<file path="src/rtl/noc_phase_ctrl.sv">
// Run-phase controller for NoC traffic experiments: sequences IDLE/WARMUP/MEASURE/DRAIN/DONE,
// gates injection, tags measured packets and counts measured injections and ejections.
module noc_phase_ctrl #(
  parameter int NODES           = 16,
  parameter int WARMUP_PACKETS  = 1000,
  parameter int MEASURE_PACKETS = 5000,
  parameter int DRAIN_PACKETS   = 3000,
  parameter int TIMEOUT_CYCLES  = 100000,
  parameter int CNT_W           = 32
) (
  input  logic             clk,
  input  logic             reset,
  input  logic             i_start,
  input  logic [NODES-1:0] i_inj_val,
  input  logic [NODES-1:0] i_ej_val,
  input  logic [NODES-1:0] i_ej_measured,
  output logic [2:0]       o_phase,
  output logic             o_inj_en,
  output logic             o_measure_tag,
  output logic [CNT_W-1:0] o_meas_inj,
  output logic [CNT_W-1:0] o_meas_ej,
  output logic [CNT_W-1:0] o_meas_cycles,
  output logic             o_done,
  output logic             o_timeout,
  output logic             o_err
);

  typedef enum logic [2:0] {
    IDLE    = 3'd0,
    WARMUP  = 3'd1,
    MEASURE = 3'd2,
    DRAIN   = 3'd3,
    DONE    = 3'd4
  } phase_e;

  localparam logic [CNT_W-1:0] ONE    = {{(CNT_W-1){1'b0}}, 1'b1};
  localparam logic [CNT_W-1:0] W_LIM  = CNT_W'(WARMUP_PACKETS);
  localparam logic [CNT_W-1:0] M_LIM  = CNT_W'(MEASURE_PACKETS);
  localparam logic [CNT_W-1:0] D_LIM  = CNT_W'(DRAIN_PACKETS);
  localparam logic [CNT_W-1:0] TO_LIM = CNT_W'(TIMEOUT_CYCLES - 1);

  function automatic logic [CNT_W-1:0] popcount(input logic [NODES-1:0] v);
    logic [CNT_W-1:0] c;
    c = '0;
    for (int k = 0; k < NODES; k++) begin
      c = c + {{(CNT_W-1){1'b0}}, v[k]};
    end
    return c;
  endfunction

  function automatic logic [CNT_W-1:0] sat_add(input logic [CNT_W-1:0] a, input logic [CNT_W-1:0] b);
    logic [CNT_W:0] s;
    s = {1'b0, a} + {1'b0, b};
    if (s[CNT_W]) begin
      return '1;
    end else begin
      return s[CNT_W-1:0];
    end
  endfunction

  phase_e           phase_q, phase_d;
  logic [CNT_W-1:0] phase_cnt_q, phase_cnt_d, drain_cyc_q, drain_cyc_d;
  logic [CNT_W-1:0] meas_inj_q, meas_inj_d, meas_ej_q, meas_ej_d, meas_cyc_q, meas_cyc_d;
  logic             drain_met_q, drain_met_d, timeout_q, timeout_d, err_q, err_d;
  logic             inj_en_q, inj_en_d, tag_q, tag_d, done_q, done_d;
  logic [CNT_W-1:0] inj_pop, ej_pop, cnt_sum;
  logic [CNT_W:0]   ej_wide;
  logic             drain_quota;

  // Next-state and next-output decode from current state, counters and strobes.
  always_comb begin
    inj_pop     = popcount(i_inj_val);
    ej_pop      = popcount(i_ej_val & i_ej_measured);
    cnt_sum     = sat_add(phase_cnt_q, inj_pop);
    ej_wide     = {1'b0, meas_ej_q} + {1'b0, ej_pop};
    drain_quota = drain_met_q || (cnt_sum >= D_LIM);
    phase_d     = phase_q;
    phase_cnt_d = cnt_sum;
    drain_cyc_d = drain_cyc_q;
    drain_met_d = drain_met_q;
    meas_inj_d  = meas_inj_q;
    meas_ej_d   = meas_ej_q;
    meas_cyc_d  = meas_cyc_q;
    timeout_d   = timeout_q;
    err_d       = err_q;

    // Over-ejection is flagged but the count still follows the network.
    if (phase_q != IDLE) begin
      meas_ej_d = sat_add(meas_ej_q, ej_pop);
      if (ej_wide > {1'b0, meas_inj_q}) begin
        err_d = 1'b1;
      end else begin
        err_d = err_q;
      end
    end else begin
      meas_ej_d = meas_ej_q;
    end

    case (phase_q)
      IDLE, DONE: begin
        phase_cnt_d = phase_cnt_q;
        if (i_start) begin
          phase_d     = WARMUP;
          phase_cnt_d = '0;
          drain_cyc_d = '0;
          drain_met_d = 1'b0;
          meas_inj_d  = '0;
          meas_ej_d   = '0;
          meas_cyc_d  = '0;
          timeout_d   = 1'b0;
          err_d       = 1'b0;
        end else begin
          phase_d = phase_q;
        end
      end
      WARMUP: begin
        if (cnt_sum >= W_LIM) begin
          phase_d     = MEASURE;
          phase_cnt_d = '0;
        end else begin
          phase_d = WARMUP;
        end
      end
      MEASURE: begin
        meas_inj_d = sat_add(meas_inj_q, inj_pop);
        meas_cyc_d = sat_add(meas_cyc_q, ONE);
        if (cnt_sum >= M_LIM) begin
          phase_d     = DRAIN;
          phase_cnt_d = '0;
          drain_cyc_d = '0;
          drain_met_d = 1'b0;
        end else begin
          phase_d = MEASURE;
        end
      end
      DRAIN: begin
        drain_cyc_d = sat_add(drain_cyc_q, ONE);
        drain_met_d = drain_quota;
        // Completion is tested first so it wins over a simultaneous timeout.
        if (drain_quota && (meas_ej_q == meas_inj_q)) begin
          phase_d     = DONE;
          phase_cnt_d = '0;
        end else if (drain_cyc_q >= TO_LIM) begin
          phase_d     = DONE;
          phase_cnt_d = '0;
          timeout_d   = 1'b1;
        end else begin
          phase_d = DRAIN;
        end
      end
      default: begin
        phase_d = IDLE;
      end
    endcase

    inj_en_d = (phase_d == WARMUP) || (phase_d == MEASURE) || ((phase_d == DRAIN) && !drain_met_d);
    tag_d    = (phase_d == MEASURE);
    done_d   = (phase_d == DONE);
  end

  // State, counter and output registers with synchronous reset.
  always_ff @(posedge clk) begin
    if (reset) begin
      phase_q     <= IDLE;
      phase_cnt_q <= '0;
      drain_cyc_q <= '0;
      drain_met_q <= 1'b0;
      meas_inj_q  <= '0;
      meas_ej_q   <= '0;
      meas_cyc_q  <= '0;
      timeout_q   <= 1'b0;
      err_q       <= 1'b0;
      inj_en_q    <= 1'b0;
      tag_q       <= 1'b0;
      done_q      <= 1'b0;
    end else begin
      phase_q     <= phase_d;
      phase_cnt_q <= phase_cnt_d;
      drain_cyc_q <= drain_cyc_d;
      drain_met_q <= drain_met_d;
      meas_inj_q  <= meas_inj_d;
      meas_ej_q   <= meas_ej_d;
      meas_cyc_q  <= meas_cyc_d;
      timeout_q   <= timeout_d;
      err_q       <= err_d;
      inj_en_q    <= inj_en_d;
      tag_q       <= tag_d;
      done_q      <= done_d;
    end
  end

  assign o_phase       = phase_q;
  assign o_inj_en      = inj_en_q;
  assign o_measure_tag = tag_q;
  assign o_meas_inj    = meas_inj_q;
  assign o_meas_ej     = meas_ej_q;
  assign o_meas_cycles = meas_cyc_q;
  assign o_done        = done_q;
  assign o_timeout     = timeout_q;
  assign o_err         = err_q;

endmodule

</file>
<file path="config.mk">
export PLATFORM = sky130hd
export DESIGN_NAME = noc_phase_ctrl
export DESIGN_NICKNAME = d
export VERILOG_FILES = /design/src/rtl/noc_phase_ctrl.sv
export SDC_FILE = /design/constraint.sdc
export NUM_CORES = 1
export LEC_CHECK = 0
export CAP_MARGIN = 25
export CORE_MARGIN = 2
export CORE_UTILIZATION = 45
export CTS_CLUSTER_SIZE = 16
export DETAILED_ROUTE_END_ITERATION = 12
export GPL_TIMING_DRIVEN = 0
export PLACE_DENSITY = 0.74
export SLEW_MARGIN = 15
export SYNTH_ARGS = -nofsm -noshare
export SYNTH_HDL_FRONTEND = slang
export SYNTH_SLANG_ARGS = --single-unit
</file>
<file path="constraint.sdc">
create_clock -name clk -period 7.7 [get_ports clk]
set_input_delay 0.77 -clock clk [delete_from_list [all_inputs] [get_ports clk]]
set_output_delay 0.77 -clock clk [all_outputs]
set_load 0.01 [all_outputs]
</file>
==> flow_summary.json <==
{
  "yosys.area.top_type": "dfxtp_1",
  "async_reset_ff_frac": 0,
  "layout_setup_ws_ns": 0.3385,
  "grt_pass1_vias": 12124,
  "synth_edf_count": 0,
  "worst_pin_slew_ns": 1.023,
  "status": "finished, final reports clean",
  "diodes": 0,
  "cp-start-kind": "input pin",
  "vias_per_cell": 6.150,
  "syn-instance-count": 1628,
  "core_region_area_um2": 26880,
  "yosys_register_bits": 169,
  "detail-route-antenna-nets": 0,
  "max_cap_violations": 0,
  "min-delay-path-class": "flop to flop",
  "post-dp-hpwl_um": 31370,
  "finalMaxSlewViolations": 0,
  "rsz0062_at_grt": "no",
  "cp-end-kind": "flop",
  "fin_skew_ns": 0.01514,
  "grt_pass1_wl_um": 64650,
  "synthSimpleGateAreaFrac": 0.2494,
  "wl_per_cell_um": 19.18,
  "rows": 60,
  "die_y_um": 169.3,
  "cts_root_buffer": "clkbuf_16",
  "clock.fmax_ghz": 0.1358,
  "syn_avg_cell_area_um2": 7.551,
  "numCtsBuffers": 17,
  "die-area_um2": 28660,
  "final-seq-area_um2": 3383,
  "wirelength_um": 41460,
  "synth.net_count": 1760,
  "drive_gt1_frac": 0.05876,
  "antenna_found_initial": 0,
  "ys_top_cells_by_area": "dfxtp_1 28%, o21ai_0 6.1%, ha_1 5.8%",
  "power.density_nw_per_um2": 172.2,
  "leakagePower_nw": 5.379,
  "fin_crit_sh": 0.9560,
  "ys.flop_type": "dfxtp_1",
  "synth-xor-area-share": 0.05771,
  "ctsHoldBuffers": 0,
  "cts.clk_slew.worst_paths_ns": 0.08,
  "cts_buffer_depth": 2,
  "die_w_um": 169.3,
  "path_max_fanout": 4,
  "relSlewSlack": 0.3125,
  "io_buffer_count": 154,
  "multi_input_area_um2": 8269,
  "cts_tree": "done",
  "cp.arrival_ns": 7.68,
  "fill_cells": 2490,
  "num_io_pins": 155,
  "synth_compound_area_frac": 0.2554,
  "yosysWarnings": 0,
  "synth.area.mux_share": 0.005700,
  "clkSinkCount": 169,
  "area_delta_synth_final_pct": 22.35,
  "setup_viol": 0,
  "synth.top_cell.area_share": 0.2752,
  "overflow": 0,
  "final_nets": 1940,
  "grt_max_degree": 20,
  "vdd_drop_max_mv": 0.1436,
  "clock_latency_ns": 0.44,
  "place_ws_ns": -0.6125,
  "synth_top_family_by_area": "compound AO/OA/AOI/OAI gates",
  "hold_viol": 0,
  "worstPathRequired_ns": 8.01,
  "num_vias": 13297,
  "synth_fa_ha_area_frac": 0.09710,
  "final_util": 0.5596,
  "crit_type": "input pin to flop",
  "htreeDepth": 4,
  "synth_cell_types": 72,
  "track_usage": 0.2824,
  "drt_iter0_markers": 1346,
  "syn_area_um2": 12290,
  "gp_congestion": 0.9633,
  "setup_tns_ns": 0,
  "initial_utilization": 0.4574,
  "first_pass_iters": 6,
  "drcViolationCount": 0,
  "yosysSeqAreaShare": 0.2752,
  "min_period_ns": 7.361
}
==> worst max-delay path, stage by stage <==
cell and delay, ns:
clkdlybuf4s50_1 0.40, and2_1 0.17, fa_1 0.51, inv_1 0.06, fa_1 0.50, fa_1 0.52, fa_1 0.51, fa_1 0.47
fa_1 0.42, nand2b_1 0.16, a21boi_0 0.25, o21ai_1 0.16, a211oi_2 0.32, nor2b_2 0.26, nand2_1 0.12, xnor2_1 0.28
ha_1 0.30, a21o_1 0.17, a21o_1 0.17, a21o_1 0.18, a21o_1 0.17, a21o_1 0.17, a21o_1 0.17, a21oi_1 0.14
nor2_1 0.06, nor3_1 0.17, o41ai_1 0.09
==> routing by layer <==
layer  track usage  share of wire
met3       0.04244          0.079
met4        0.1159          0.036
met5             0              0
met2        0.4678           0.47
met1        0.3686           0.41
==> where the power goes <==
part	internal, mW	switching, mW	total, mW
clock	0.473	0.441	0.914
sequential	0.892	0.0216	0.914
combinational	0.333	0.430	0.763
total	1.70	0.892	2.59
==> final cells by class <==
type / count / share of cell area
buffer: 103 / 0.02787
clock inverter: 15 / 0.01323
multi-input combinational: 1270 / 0.5498
timing repair buffer: 161 / 0.1061
inverter: 86 / 0.02146
sequential: 169 / 0.2249
clock buffer: 17 / 0.02828
tap: 341 / 0.02837
==> cell families after synthesis <==
group	count (synthesis)
AOI/OAI and AO/OA	487
buffers and inverters	189
muxes	7
adders and majority gates	81
DFF	169
and+or+nand+nor	614
xor gates and xnor gates	81
==> cell usage after synthesis, drive strengths merged (7+ instances only) <==
cell type,n
a2111oi,8
a2bb2oi,7
nor3,56
buf,20
inv,86
xor2,16
dfxtp,169
nand3,88
o22ai,12
clkbuf,83
nand2b,10
nor2b,14
xnor2,65
and4,13
o21ai,152
ha,57
nand4,52
a21o,32
nor2,134
mux2i,7
and3,31
and2,23
nand2,146
a31oi,28
fa,24
a22oi,18
a21oi,135
a311oi,24
o31ai,11
a211oi,14
nor4,21
==> worst paths after layout <==
path | end | startpoint | depth (start not counted) | slack [ns]
worst max-delay path | o_err | i_ej_val[0] | 27 | 0.34
worst min-delay path | phase_cnt_q[3] | phase_cnt_q[3] | 2 | 0.49
worst max register to register | o_err | o_meas_ej[0] | 25 | 0.83
worst min register to register | phase_cnt_q[3] | phase_cnt_q[3] | 2 | 0.49
==> layout by cell type (no fill, tap or decap), types with 17 or more instances in the layout <==
cell and count:
a21o_1 32, a21oi_1 135, clkbuf_1 80, and3_1 31
ha_1 57, nand2_1 146, dfxtp_1 169, xnor2_1 65
nor2_1 132, nor3_1 51, a31oi_1 27, fa_1 24
clkdlybuf4s50_1 154, nor4_1 21, nand4_1 51, inv_1 86
clkbuf_16 17, nand3_1 88, a22oi_1 18, o21ai_0 149
and2_1 23
==> through the flow <==
stage	cell area (um2)	power (mW)	hold slack (ns)	instances
floorplan	12290	1.473	0.4315	1628
global placement	14260	1.657	0.4417	2123
detailed placement	14280	1.683	0.4731	2125
CTS	14910	2.586	0.4896	2157
global route	15040	2.736	0.5240	2162
finish	15040	2.590	0.4899	2162
==> state kept, by name, summed over array words and instances, names as in the netlist <==
signal / flops
o_err: 1
phase_cnt_q: 32
o_meas_ej: 32
o_inj_en: 1
o_timeout: 1
drain_met_q: 1
o_done: 1
o_meas_cycles: 32
o_phase: 3
o_measure_tag: 1
o_meas_inj: 32
drain_cyc_q: 32
==> timing repair <==
action / in CTS / in global routing
resized for setup: 1 / 20
endpoints found under the setup margin: 2 / 59
buffers inserted: 0 / 5
pin swaps: 1 / 2
(Power assumes the default switching activity.)
==> edit: new RTL, same flow settings <==
Reset style: asynchronous (`reset`), changed in one clocked block. Comments in the files are not updated.
--- a/src/rtl/noc_phase_ctrl.sv
+++ b/src/rtl/noc_phase_ctrl.sv
@@ -160,5 +160,5 @@
 
   // State, counter and output registers with synchronous reset.
-  always_ff @(posedge clk) begin
+  always_ff @(posedge clk or posedge reset) begin
     if (reset) begin
       phase_q     <= IDLE;
Behaviour: differs if reset is asserted again (counterexample within 4 cycles, from zero or initial values and one cycle with reset high); with reset held inactive, the same outputs for 4 cycles.
==> edit against the original RTL <==
- final area barely moved
- first-iteration DRC count fell by 2.6%
- sequential cell count did not move
- routed wire length fell by 6.6%
- count of clock-buffer cells in the layout rose by 1
- hold slack improved by 0.015 ns
- maximum frequency fell by 0.92%
- worst setup slack got worse by 0.068 ns
- register-to-register slack got worse by 0.11 ns
- synthesized cell count fell by 7.6%
- area after synthesis barely moved
- core utilization barely moved
Power is not compared: it rests on default switching activity, and its combinational part moved more than twofold at a synthesized area within 25%.
==> edit: results <==
status:
  outcome: "finished clean"
global_route:
  grt_max_degree: 108
  grt_use_total_pct: 27.1
  grt_pass1_vias: 11674
  grt_pass1_wl_mm: 61.9
timing:
  hold-worst-slack_ns: 0.505
  clock_skew_ns: 0.0157
  slew_headroom_pct: 45.1
setup_path:
  r2r_slack_ns: 0.72
  rr_endpoint: "o_err$_DFF_PP0_"
  r2r-start: "o_meas_ej[0]$_DFF_PP0_"
  critPathMaxFanout: 8
  crit_path_max_incr_delay_ns: 0.56
  reg2reg_depth: 24
layout:
  fin_cells: 2033
  layout-drive-gt1-share_pct: 5.14
  final_nets: 1812
placement:
  post-place-ws_ns: -0.876
  place_area_um2: 14300
  hpwl_mm: 28.5
  gp_congestion: 0.927
drt:
  dr.pass1.iters: 8
  drtIter0Drc: 1311
  routedWlPerCell_um: 19.0
yosys:
  syn-num-nets: 1636
  postSynthCellCount: 1504
  ys_seq_area_share_pct: 34.4
  async_reset_ff_share_pct: 100
  synth_cell_types: 67
  synthTopCellsByCount: "169 x dfrtp_1, 142 x nor2_1, 122 x o21ai_0"
  synth-compound-area-share_pct: 21.8
  synth_area_leaders: "dfrtp_1 34%, ha_1 5.8%, o21ai_0 5.0%"
  synthMuxAreaShare_pct: 0.418
  synth_fa_ha_area_share_pct: 9.72
min_path:
  min_from: "phase_cnt_q[2]$_DFFE_PP0P_"
clocking:
  numCtsBuffers: 17
  clkTransAtPathRegs_ns: 0.07
==> edit: cell count changes after synthesis, sizes merged, moves of 12 or more <==
cell	before	now
nand2	146	120
a22o	1	13
dfxtp	169	0
a21oi	135	115
o21ai	152	125
nor3	56	41
inv	86	99
dfrtp	0	169
nand3	88	75
==> edit: repair_timing <==
item / in CTS / in global routing
pin swaps: 1 / 4
resized for setup: 6 / 26
buffers inserted: 2 / 3
gates cloned: 0 / 0
hold buffers: 0 / 0
setup endpoints to repair: 50 / 63
==> edit: area by class of cell <==
cell class,count,area (um2)
timing repair buffer,160,1610
clock buffer,18,439
inverter,99,379
sequential,169,4230
fill,2471,11800
buffer,88,379
multi-input combinational,1145,7410
tap,341,427
clock inverter,13,184
==> edit: metal layers <==
layer,routed length (um),track usage (%),vias up
met5,0,0,-
met4,703,7.66,0
met3,3150,5.32,63
met2,17600,42.3,538
met1,17300,38.4,6020
li1,-,-,5750
==> edit: worst min-delay path: cells and delay by family (launching register included) <==
kind,cells,cell delay [ns]
compound gates,1,0.07
flops,1,0.35
simple gates,1,0.05
==> edit: worst max-delay path by stage <==
| stage | depth (start not counted) | slack, ns | endpoint | start |
|---|---|---|---|---|
| after CTS | 26 | 0.02 | o_err$_DFF_PP0_ | i_ej_val[0] |
| after global routing | 27 | -0.02 | o_err$_DFF_PP0_ | i_ej_val[10] |
| after floorplan | 25 | 0.54 | o_err$_DFF_PP0_ | i_ej_val[0] |
| final | 26 | 0.27 | phase_cnt_q[26]$_DFFE_PP0P_ | i_inj_val[0] |
| after detailed placement | 27 | -0.88 | phase_cnt_q[25]$_DFFE_PP0P_ | i_inj_val[0] |
| after global placement | 27 | -0.77 | phase_cnt_q[25]$_DFFE_PP0P_ | i_inj_val[0] |
